`config.mk`:
```
export PLATFORM = sky130hd
export DESIGN_NAME = alu_share_arb_flat
export DESIGN_NICKNAME = d
export VERILOG_FILES = /design/src/rtl/alu_share_arb_if.sv /design/src/rtl/alu_share_arb.sv /design/src/flat_wrapper.sv
export SDC_FILE = /design/constraint.sdc
export NUM_CORES = 1
export LEC_CHECK = 0
export BUFFER_PORTS_ARGS = -buffer_cell sky130_fd_sc_hd__buf_2
export CAP_MARGIN = 20
export CORE_ASPECT_RATIO = 0.7
export CORE_MARGIN = 2
export CORE_UTILIZATION = 29
export CTS_CLUSTER_SIZE = 8
export DETAILED_ROUTE_END_ITERATION = 6
export PLACE_DENSITY = 0.59
export RECOVER_POWER = 50
export SLEW_MARGIN = 10
export SYNTH_ARGS = -nofsm -noshare
export SYNTH_HDL_FRONTEND = slang
export SYNTH_SLANG_ARGS = --single-unit
```
`constraint.sdc`:
```
create_clock -name clk -period 1.6 [get_ports clk]
set_clock_uncertainty 0.05 [all_clocks]
set_input_delay 0.08 -clock clk [delete_from_list [all_inputs] [get_ports clk]]
set_output_delay 0.08 -clock clk [all_outputs]
set_load 0.01 [all_outputs]
```
`src/rtl/alu_share_arb_if.sv`:
```
// Bundle between alu_share_arb and its surroundings: two request channels, the shared ALU
// drive/sample pins and the tagged response channel.
interface alu_share_arb_if #(
  parameter int WIDTH = 32
);
  logic             req0_valid;
  logic             req0_ready;
  logic [WIDTH-1:0] req0_srca;
  logic [WIDTH-1:0] req0_srcb;
  logic [2:0]       req0_ctrl;

  logic             req1_valid;
  logic             req1_ready;
  logic [WIDTH-1:0] req1_srca;
  logic [WIDTH-1:0] req1_srcb;
  logic [2:0]       req1_ctrl;

  logic [WIDTH-1:0] alu_srca;
  logic [WIDTH-1:0] alu_srcb;
  logic [2:0]       alu_ctrl;
  logic [WIDTH-1:0] alu_result;
  logic             alu_zero;

  logic             rsp_valid;
  logic             rsp_ready;
  logic             rsp_id;
  logic [WIDTH-1:0] rsp_result;
  logic             rsp_zero;
  logic             rsp_err;

  // Arbiter side
  modport slave (
    input  req0_valid, req0_srca, req0_srcb, req0_ctrl,
    input  req1_valid, req1_srca, req1_srcb, req1_ctrl,
    input  alu_result, alu_zero, rsp_ready,
    output req0_ready, req1_ready,
    output alu_srca, alu_srcb, alu_ctrl,
    output rsp_valid, rsp_id, rsp_result, rsp_zero, rsp_err
  );

  // Requesters, ALU and response consumer side
  modport master (
    output req0_valid, req0_srca, req0_srcb, req0_ctrl,
    output req1_valid, req1_srca, req1_srcb, req1_ctrl,
    output alu_result, alu_zero, rsp_ready,
    input  req0_ready, req1_ready,
    input  alu_srca, alu_srcb, alu_ctrl,
    input  rsp_valid, rsp_id, rsp_result, rsp_zero, rsp_err
  );
endinterface

```
`src/rtl/alu_share_arb.sv`:
```
// Round-robin sequencer sharing one combinational ALU between two requesters;
// operands registered before the ALU, result registered before the tagged response.
module alu_share_arb #(
  parameter int WIDTH = 32
) (
  input  logic           clk,
  input  logic           reset,
  alu_share_arb_if.slave bus
);

  typedef enum logic [1:0] {IDLE, EXEC, RESP} state_t;

  state_t           state_q;
  state_t           state_d;
  logic             last_grant;
  logic             sel;
  logic             any_valid;
  logic             accept;

  logic [WIDTH-1:0] srca_p0;
  logic [WIDTH-1:0] srcb_p0;
  logic [2:0]       ctrl_p0;
  logic             id_p0;

  logic             vld_p1;
  logic             id_p1;
  logic [WIDTH-1:0] result_p1;
  logic             zero_p1;
  logic             err_p1;

  function automatic logic illegal_op(input logic [2:0] code);
    return code[2] & code[1];
  endfunction

  // On a tie the requester that did not win last time is chosen.
  always_comb begin
    any_valid = bus.req0_valid | bus.req1_valid;
    if (bus.req0_valid && bus.req1_valid) sel = ~last_grant;
    else                                  sel = bus.req1_valid;
  end

  always_comb begin
    state_d        = state_q;
    accept         = 1'b0;
    bus.req0_ready = 1'b0;
    bus.req1_ready = 1'b0;
    bus.alu_srca   = '0;
    bus.alu_srcb   = '0;
    bus.alu_ctrl   = 3'b000;
    case (state_q)
      IDLE: begin
        bus.req0_ready = any_valid & ~sel;
        bus.req1_ready = any_valid & sel;
        if (any_valid) begin
          accept  = 1'b1;
          state_d = EXEC;
        end
      end
      EXEC: begin
        bus.alu_srca = srca_p0;
        bus.alu_srcb = srcb_p0;
        bus.alu_ctrl = ctrl_p0;
        state_d      = RESP;
      end
      RESP: begin
        if (bus.rsp_ready) state_d = IDLE;
      end
      default: state_d = IDLE;
    endcase
  end

  always_ff @(posedge clk) begin
    if (!reset) begin
      state_q    <= IDLE;
      last_grant <= 1'b1;
      srca_p0    <= '0;
      srcb_p0    <= '0;
      ctrl_p0    <= 3'b000;
      id_p0      <= 1'b0;
      vld_p1     <= 1'b0;
      id_p1      <= 1'b0;
      result_p1  <= '0;
      zero_p1    <= 1'b0;
      err_p1     <= 1'b0;
    end else begin
      state_q <= state_d;

      // Stage p0: capture the granted operation
      if (accept) begin
        srca_p0    <= sel ? bus.req1_srca : bus.req0_srca;
        srcb_p0    <= sel ? bus.req1_srcb : bus.req0_srcb;
        ctrl_p0    <= sel ? bus.req1_ctrl : bus.req0_ctrl;
        id_p0      <= sel;
        last_grant <= sel;
      end

      // Stage p1: register the ALU outcome, masking it for illegal codes
      if (state_q == EXEC) begin
        vld_p1 <= 1'b1;
        id_p1  <= id_p0;
        if (illegal_op(ctrl_p0)) begin
          result_p1 <= '0;
          zero_p1   <= 1'b0;
          err_p1    <= 1'b1;
        end else begin
          result_p1 <= bus.alu_result;
          zero_p1   <= bus.alu_zero;
          err_p1    <= 1'b0;
        end
      end else if (state_q == RESP && bus.rsp_ready) begin
        vld_p1 <= 1'b0;
      end
    end
  end

  assign bus.rsp_valid  = vld_p1;
  assign bus.rsp_id     = id_p1;
  assign bus.rsp_result = result_p1;
  assign bus.rsp_zero   = zero_p1;
  assign bus.rsp_err    = err_p1;

endmodule

```
`src/flat_wrapper.sv`:
```
// flat-port wrapper written by rule: the top's interface ports become plain ports
module alu_share_arb_flat 
#(
  parameter int WIDTH = 32
)
  (clk, reset, bus_req0_valid, bus_req0_srca, bus_req0_srcb, bus_req0_ctrl, bus_req1_valid, bus_req1_srca, bus_req1_srcb, bus_req1_ctrl, bus_alu_result, bus_alu_zero, bus_rsp_ready, bus_req0_ready, bus_req1_ready, bus_alu_srca, bus_alu_srcb, bus_alu_ctrl, bus_rsp_valid, bus_rsp_id, bus_rsp_result, bus_rsp_zero, bus_rsp_err);
  alu_share_arb_if #(.WIDTH(WIDTH)) bus_i ();
  input  logic clk;
  input  logic reset;
  input wire logic [$bits(bus_i.req0_valid)-1:0] bus_req0_valid;
  input wire logic [$bits(bus_i.req0_srca)-1:0] bus_req0_srca;
  input wire logic [$bits(bus_i.req0_srcb)-1:0] bus_req0_srcb;
  input wire logic [$bits(bus_i.req0_ctrl)-1:0] bus_req0_ctrl;
  input wire logic [$bits(bus_i.req1_valid)-1:0] bus_req1_valid;
  input wire logic [$bits(bus_i.req1_srca)-1:0] bus_req1_srca;
  input wire logic [$bits(bus_i.req1_srcb)-1:0] bus_req1_srcb;
  input wire logic [$bits(bus_i.req1_ctrl)-1:0] bus_req1_ctrl;
  input wire logic [$bits(bus_i.alu_result)-1:0] bus_alu_result;
  input wire logic [$bits(bus_i.alu_zero)-1:0] bus_alu_zero;
  input wire logic [$bits(bus_i.rsp_ready)-1:0] bus_rsp_ready;
  output wire logic [$bits(bus_i.req0_ready)-1:0] bus_req0_ready;
  output wire logic [$bits(bus_i.req1_ready)-1:0] bus_req1_ready;
  output wire logic [$bits(bus_i.alu_srca)-1:0] bus_alu_srca;
  output wire logic [$bits(bus_i.alu_srcb)-1:0] bus_alu_srcb;
  output wire logic [$bits(bus_i.alu_ctrl)-1:0] bus_alu_ctrl;
  output wire logic [$bits(bus_i.rsp_valid)-1:0] bus_rsp_valid;
  output wire logic [$bits(bus_i.rsp_id)-1:0] bus_rsp_id;
  output wire logic [$bits(bus_i.rsp_result)-1:0] bus_rsp_result;
  output wire logic [$bits(bus_i.rsp_zero)-1:0] bus_rsp_zero;
  output wire logic [$bits(bus_i.rsp_err)-1:0] bus_rsp_err;
  assign bus_i.req0_valid = bus_req0_valid;
  assign bus_i.req0_srca = bus_req0_srca;
  assign bus_i.req0_srcb = bus_req0_srcb;
  assign bus_i.req0_ctrl = bus_req0_ctrl;
  assign bus_i.req1_valid = bus_req1_valid;
  assign bus_i.req1_srca = bus_req1_srca;
  assign bus_i.req1_srcb = bus_req1_srcb;
  assign bus_i.req1_ctrl = bus_req1_ctrl;
  assign bus_i.alu_result = bus_alu_result;
  assign bus_i.alu_zero = bus_alu_zero;
  assign bus_i.rsp_ready = bus_rsp_ready;
  assign bus_req0_ready = bus_i.req0_ready;
  assign bus_req1_ready = bus_i.req1_ready;
  assign bus_alu_srca = bus_i.alu_srca;
  assign bus_alu_srcb = bus_i.alu_srcb;
  assign bus_alu_ctrl = bus_i.alu_ctrl;
  assign bus_rsp_valid = bus_i.rsp_valid;
  assign bus_rsp_id = bus_i.rsp_id;
  assign bus_rsp_result = bus_i.rsp_result;
  assign bus_rsp_zero = bus_i.rsp_zero;
  assign bus_rsp_err = bus_i.rsp_err;
  alu_share_arb #(.WIDTH(WIDTH)) u_core (.clk(clk), .reset(reset), .bus(bus_i));
endmodule
```
## After elaboration in Yosys (flattened, before gate mapping)

Cells that the tools add are included.

- Multiplexer cells: 19
- Reduce and logical (&&, ||, !) cells: 5
- Bitwise logic cells: 6
- Equal/unequal tests: 4

Operators by type and width:

| cell | count |
|---|---|
| $mux 32 | 5 |
| $mux 1 | 9 |
| $mux 3 | 2 |
| $pmux 2 s3 | 1 |
| $mux 2 | 2 |
| $and 1x1->1 | 3 |
| $eq 2x1->1 const B | 1 |
| $eq 2x2->1 const B | 1 |
| $logic_and 1x1->1 | 2 |
| $logic_not 2->1 | 1 |
| $ne 2x1->1 const B | 1 |
| $ne 2x2->1 const B | 1 |
| $not 1->1 | 2 |
| $reduce_and 2->1 | 1 |
| $reduce_bool 2->1 | 1 |
| $or 1x1->1 | 1 |

- Flip-flop bits (word level): 107
- Input port bits: 172
- Logic and storage cells: 45
- Output and inout bits: 105

## Logic depth before layout (Yosys ltp)

- Depth in word-level cells: 5
- Mapped depth: 5
- Gate-level depth less buffers: 3

## Worst setup path after synthesis

No wires, ideal clock.

- Path type: register to register
- Start: reg u_core.last_grant
- End: reg u_core.ctrl_p0[2]
- Setup slack: 0.316 ns
- Period minus slack after synthesis: 1.284 ns
- Path buffers: 0
- Required time: 1.428 ns
- Data arrival time: 1.113 ns
- Library setup time: 0.122 ns
- Stages on the path, launching flop included: 4
- Path through: dfxtp_1 -> a21boi_4 -> mux2_2 -> o311a_1

- Longest elaborated chain between the ends: 3

RTL lines:

| item | line | source |
|---|---|---|
| from (decl) | alu_share_arb.sv:15 | `logic last_grant;` |
| from (signal assigned) | alu_share_arb.sv:94 | `last_grant <= sel;` |
| $not 1->1 | alu_share_arb.sv:38 | `if (bus.req0_valid && bus.req1_valid) sel = ~last_grant;` |
| $mux 1 | alu_share_arb.sv:38 |  |
| $mux 3 | alu_share_arb.sv:92 | `ctrl_p0 <= sel ? bus.req1_ctrl : bus.req0_ctrl;` |
| to (signal assigned) | alu_share_arb.sv:92 |  |
| to (decl) | alu_share_arb.sv:22 | `logic [2:0] ctrl_p0;` |

No other way between the ends.
A chain may end at the register's enable or synchronous reset.

## Worst setup path in the final report

- Start: reg u_core.state_q[1]
- End: out bus_alu_srcb[28]

- Longest elaborated chain between the ends: 2

RTL lines:

| item | line | source |
|---|---|---|
| from (decl) | alu_share_arb.sv:13 | `state_t state_q;` |
| from (signal assigned) | alu_share_arb.sv:86 | `state_q <= state_d;` |
| $eq 2x1->1 | alu_share_arb.sv:50 | `case (state_q)` |
| $mux 32 | alu_share_arb.sv:50 |  |
| to (decl) | flat_wrapper.sv:24 | `output wire logic [$bits(bus_i.alu_srcb)-1:0] bus_alu_srcb;` |

No other way between the ends.

==> results.json <==
{
  "report.power.total_mw": 7.67,
  "overflow": 0,
  "postSynthCellCount": 647,
  "run_status": "finished with violations",
  "layout_min_cycle_time_ps": 1680,
  "critPathSlowestCell": "sky130_fd_sc_hd__dfxtp_4",
  "first_global_vias": 6631,
  "grt_setup_unrepaired": "yes",
  "synth_seq_area_share": 0.421,
  "holdWs_ps": 52.5,
  "area_growth_from_synthesis_to_final_layout_pct": 77.3,
  "syn-mean-instance-area_um2": 7.86,
  "vias_per_cell": 5.20,
  "worst_skew_pair.late_latency_ps": 350,
  "synth_edf_count": 0,
  "die_w_um": 162,
  "synth_top_cell_area_share": 0.421,
  "initial_core_util": 0.296,
  "initial_antenna_violation_count": 0,
  "post-synth-top-count-cell": "sky130_fd_sc_hd__dfxtp_1",
  "worst-slew-pin-transition_ps": 617,
  "route.detailed.wl_per_inst_um": 16.9,
  "final_critical_path_setup_slack_ps": -81.2,
  "stdcell_area_mm2": 0.00902,
  "floorplan.core_area_mm2": 0.0172,
  "hold_depth": 3,
  "timing.critical_path.from_type": "flip-flop",
  "min_period_over_period": 1.05,
  "synth_warnings": 0,
  "pin_count": 277,
  "tritoncts_buffers": 9,
  "rows": 40,
  "post-route-drc-count": 0,
  "grt_pass1_wl_um": 34200,
  "power.static_leakage_nw": 3.80,
  "placed_area_mm2": 0.00673,
  "synth_cell_types": 26,
  "design.final.nets": 1232,
  "post-dp-hpwl_um": 12200,
  "ys_ff_latch": 107,
  "cp_data_required_time_ps": 1470,
  "timing.critical_path.fanout_max": 30,
  "antenna-diode-count": 0,
  "min_to": "u_core.srcb_p0[31]$_SDFFE_PN0P_",
  "yosysTopAreaCell": "sky130_fd_sc_hd__dfxtp_1",
  "worstSetupPathType": "reg -> out",
  "fp.dieArea_mm2": 0.0186,
  "post_route_cells_drive_above_1_share": 0.300,
  "timing.critical_path.cells": "and2b_4 > buf_12 > and2_1 > buf_2",
  "setup.worst_path.end_class": "output pin",
  "cp_slowest_stage_delay_ps": 360,
  "htree_num_levels": 3,
  "routed-via-count": 6735,
  "rrSetupSlack_ps": 40,
  "largest_net_degree_at_the_start_of_global_routing": 64,
  "antenna_left": 0,
  "most_instantiated_flip_flop_cell_in_the_synthesis_netlist": "sky130_fd_sc_hd__dfxtp_1",
  "worst_slew_margin_rel": 0.589,
  "placed_cells_incl_taps": 1097,
  "report.final.setup_viol": 41,
  "routabilityCongestion": 0.788,
  "gr-usage-all-layers": 0.226,
  "cts_tree": "yes",
  "detail_route.wirelength_um": 21900,
  "post_layout_nonfiller_instances": 1296,
  "finalCoreUtilization": 0.526,
  "numClockSinks": 107,
  "final-max-slew-violation-count": 0,
  "maxCapViolations": 0,
  "synthesis.nets": 819,
  "synthArstFlopShare": 0,
  "cp.buffers_inverters": 2,
  "dr.first_iter.drc_count": 708,
  "post_synth_instance_area_mm2": 0.00509,
  "clock_tree.root_cell": "sky130_fd_sc_hd__clkbuf_16",
  "failing_checks": "setup timing",
  "worst_supply_voltage_drop_on_vdd_mv": 0.610,
  "crit-reg2reg-capture": "u_core.srcb_p0[10]$_SDFFE_PN0P_",
  "cts.reportedPaths.clkPinSlew_ps": 80,
  "synth.cells.most_frequent": "sky130_fd_sc_hd__dfxtp_1 (107), sky130_fd_sc_hd__nand3_1 (98), sky130_fd_sc_hd__and2_1 (67)",
  "power_density_mw_per_mm2": 850,
  "cts_max_path_buffers": 2,
  "top_delay_family_on_crit_path": "simple AND/OR/NAND/NOR gates",
  "rr_startpoint": "u_core.state_q[1]$_SDFFE_PN0P_",
  "reg2reg_depth": 6,
  "port-buffer-count": 276,
  "worst_hold_path_type": "in -> reg",
  "max_freq_mhz": 595,
  "crit_arrival_ps": 1550,
  "dieHeight_um": 115,
  "final_hold_violating_endpoints": 0,
  "yosys-top-cells-area": "sky130_fd_sc_hd__dfxtp_1 (42%), sky130_fd_sc_hd__nand3_1 (9.6%), sky130_fd_sc_hd__and2_1 (8.2%)",
  "drt_pre_antenna_iters": 6,
  "hold_path.startpoint": "bus_req0_srcb[31]"
}
-- state kept, by name (all words and copies together), names as in the netlist --
register and flops:
u_core.ctrl_p0 3, u_core.id_p0 1, u_core.bus.rsp_err 1, u_core.last_grant 1
u_core.srca_p0 32, u_core.bus.rsp_zero 1, u_core.srcb_p0 32, u_core.bus.rsp_id 1
u_core.state_q 2, u_core.bus.rsp_valid 1, u_core.bus.rsp_result 32
-- layout make-up --
type                    count  area, um^2
clock inverters             7         105
fillers                  1572        8150
repair buffers            482        3640
flip-flops and latches    107        2150
multi-input cells         457        2600
clock buffers               9         225
well taps                 231         289
inverters                   3        12.5
-- stage by stage --
stage                     TNS, ps  setup slack [ps]
after CTS                   -2110             -72.8
after global placement          0               141
after detailed placement        0               138
final                       -1150             -81.2
after floorplan                 0               316
after global routing        -6340              -133
-- power by group --
group          internal, mW  switching, mW
sequential             2.90          0.119
combinational          1.07           1.06
clock                  1.40           1.12
-- logic make-up after synthesis --
kind of cell,synth area share
AND/OR/NAND/NOR,0.295
flip-flops,0.421
AO/OA/AOI/OAI,0.198
buffers and inverters,0.0792
multiplexers,0.00664
-- placed cells by master (no fill, tap or decap), types with 2 or more instances in the layout --
master and instances:
sky130_fd_sc_hd__bufbuf_16 3, sky130_fd_sc_hd__clkbuf_16 11, sky130_fd_sc_hd__o311a_1 3, sky130_fd_sc_hd__clkbuf_1 37
sky130_fd_sc_hd__nor2_1 2, sky130_fd_sc_hd__bufinv_16 2, sky130_fd_sc_hd__inv_1 2, sky130_fd_sc_hd__a31oi_1 64
sky130_fd_sc_hd__mux2_2 3, sky130_fd_sc_hd__o21ai_1 54, sky130_fd_sc_hd__buf_6 14, sky130_fd_sc_hd__dlygate4sd3_1 163
sky130_fd_sc_hd__nand2_1 36, sky130_fd_sc_hd__o21bai_1 3, sky130_fd_sc_hd__dfxtp_1 104, sky130_fd_sc_hd__and2_4 6
sky130_fd_sc_hd__nand3_1 98, sky130_fd_sc_hd__dfxtp_4 2, sky130_fd_sc_hd__and2_1 61, sky130_fd_sc_hd__buf_2 229
sky130_fd_sc_hd__nand4_1 64, sky130_fd_sc_hd__clkbuf_4 3, sky130_fd_sc_hd__nor2_4 2, sky130_fd_sc_hd__o21ai_0 15
sky130_fd_sc_hd__buf_4 18, sky130_fd_sc_hd__inv_6 2, sky130_fd_sc_hd__buf_12 11, sky130_fd_sc_hd__a21oi_1 37
-- metal layers --
layer,wire (um),up-vias,GRT usage
met5,0,-,0
li1,-,3179,-
met1,9530,3120,0.305
met3,2080,40,0.0574
met2,9880,396,0.359
met4,425,0,0.0655
-- how the worst max path moves through the flow --
stage                                   start                              end  slack, ps  cells after the start
2_1_floorplan  u_core.last_grant$_SDFFE_PN1P_   u_core.ctrl_p0[2]$_SDFFE_PN0P_        320                      3
3_3_place_gp   u_core.last_grant$_SDFFE_PN1P_  u_core.srca_p0[31]$_SDFFE_PN0P_        140                      3
3_5_place_dp   u_core.last_grant$_SDFFE_PN1P_  u_core.srca_p0[31]$_SDFFE_PN0P_        140                      3
4_1_cts        u_core.state_q[1]$_SDFFE_PN0P_                 bus_alu_srcb[28]        -70                      4
5_1_grt        u_core.state_q[1]$_SDFFE_PN0P_                 bus_alu_srcb[17]       -130                      4
6_report       u_core.state_q[1]$_SDFFE_PN0P_                 bus_alu_srcb[28]        -80                      4
-- tightest hold or removal path, stage by stage --
cell,delay [ps]
sky130_fd_sc_hd__buf_2,70
sky130_fd_sc_hd__mux2_2,130
sky130_fd_sc_hd__o311a_1,130
-- what timing repair did --
item                                    4_1_cts  5_1_grt
cloned                                        4        2
endpoints found under the hold margin       103        0
pin swaps                                     4        6
hold buffers                                163        0
resized for setup                            14       18
endpoints found under the setup margin       69       71
setup buffers                                 7        7
(Power assumes the default switching activity.)
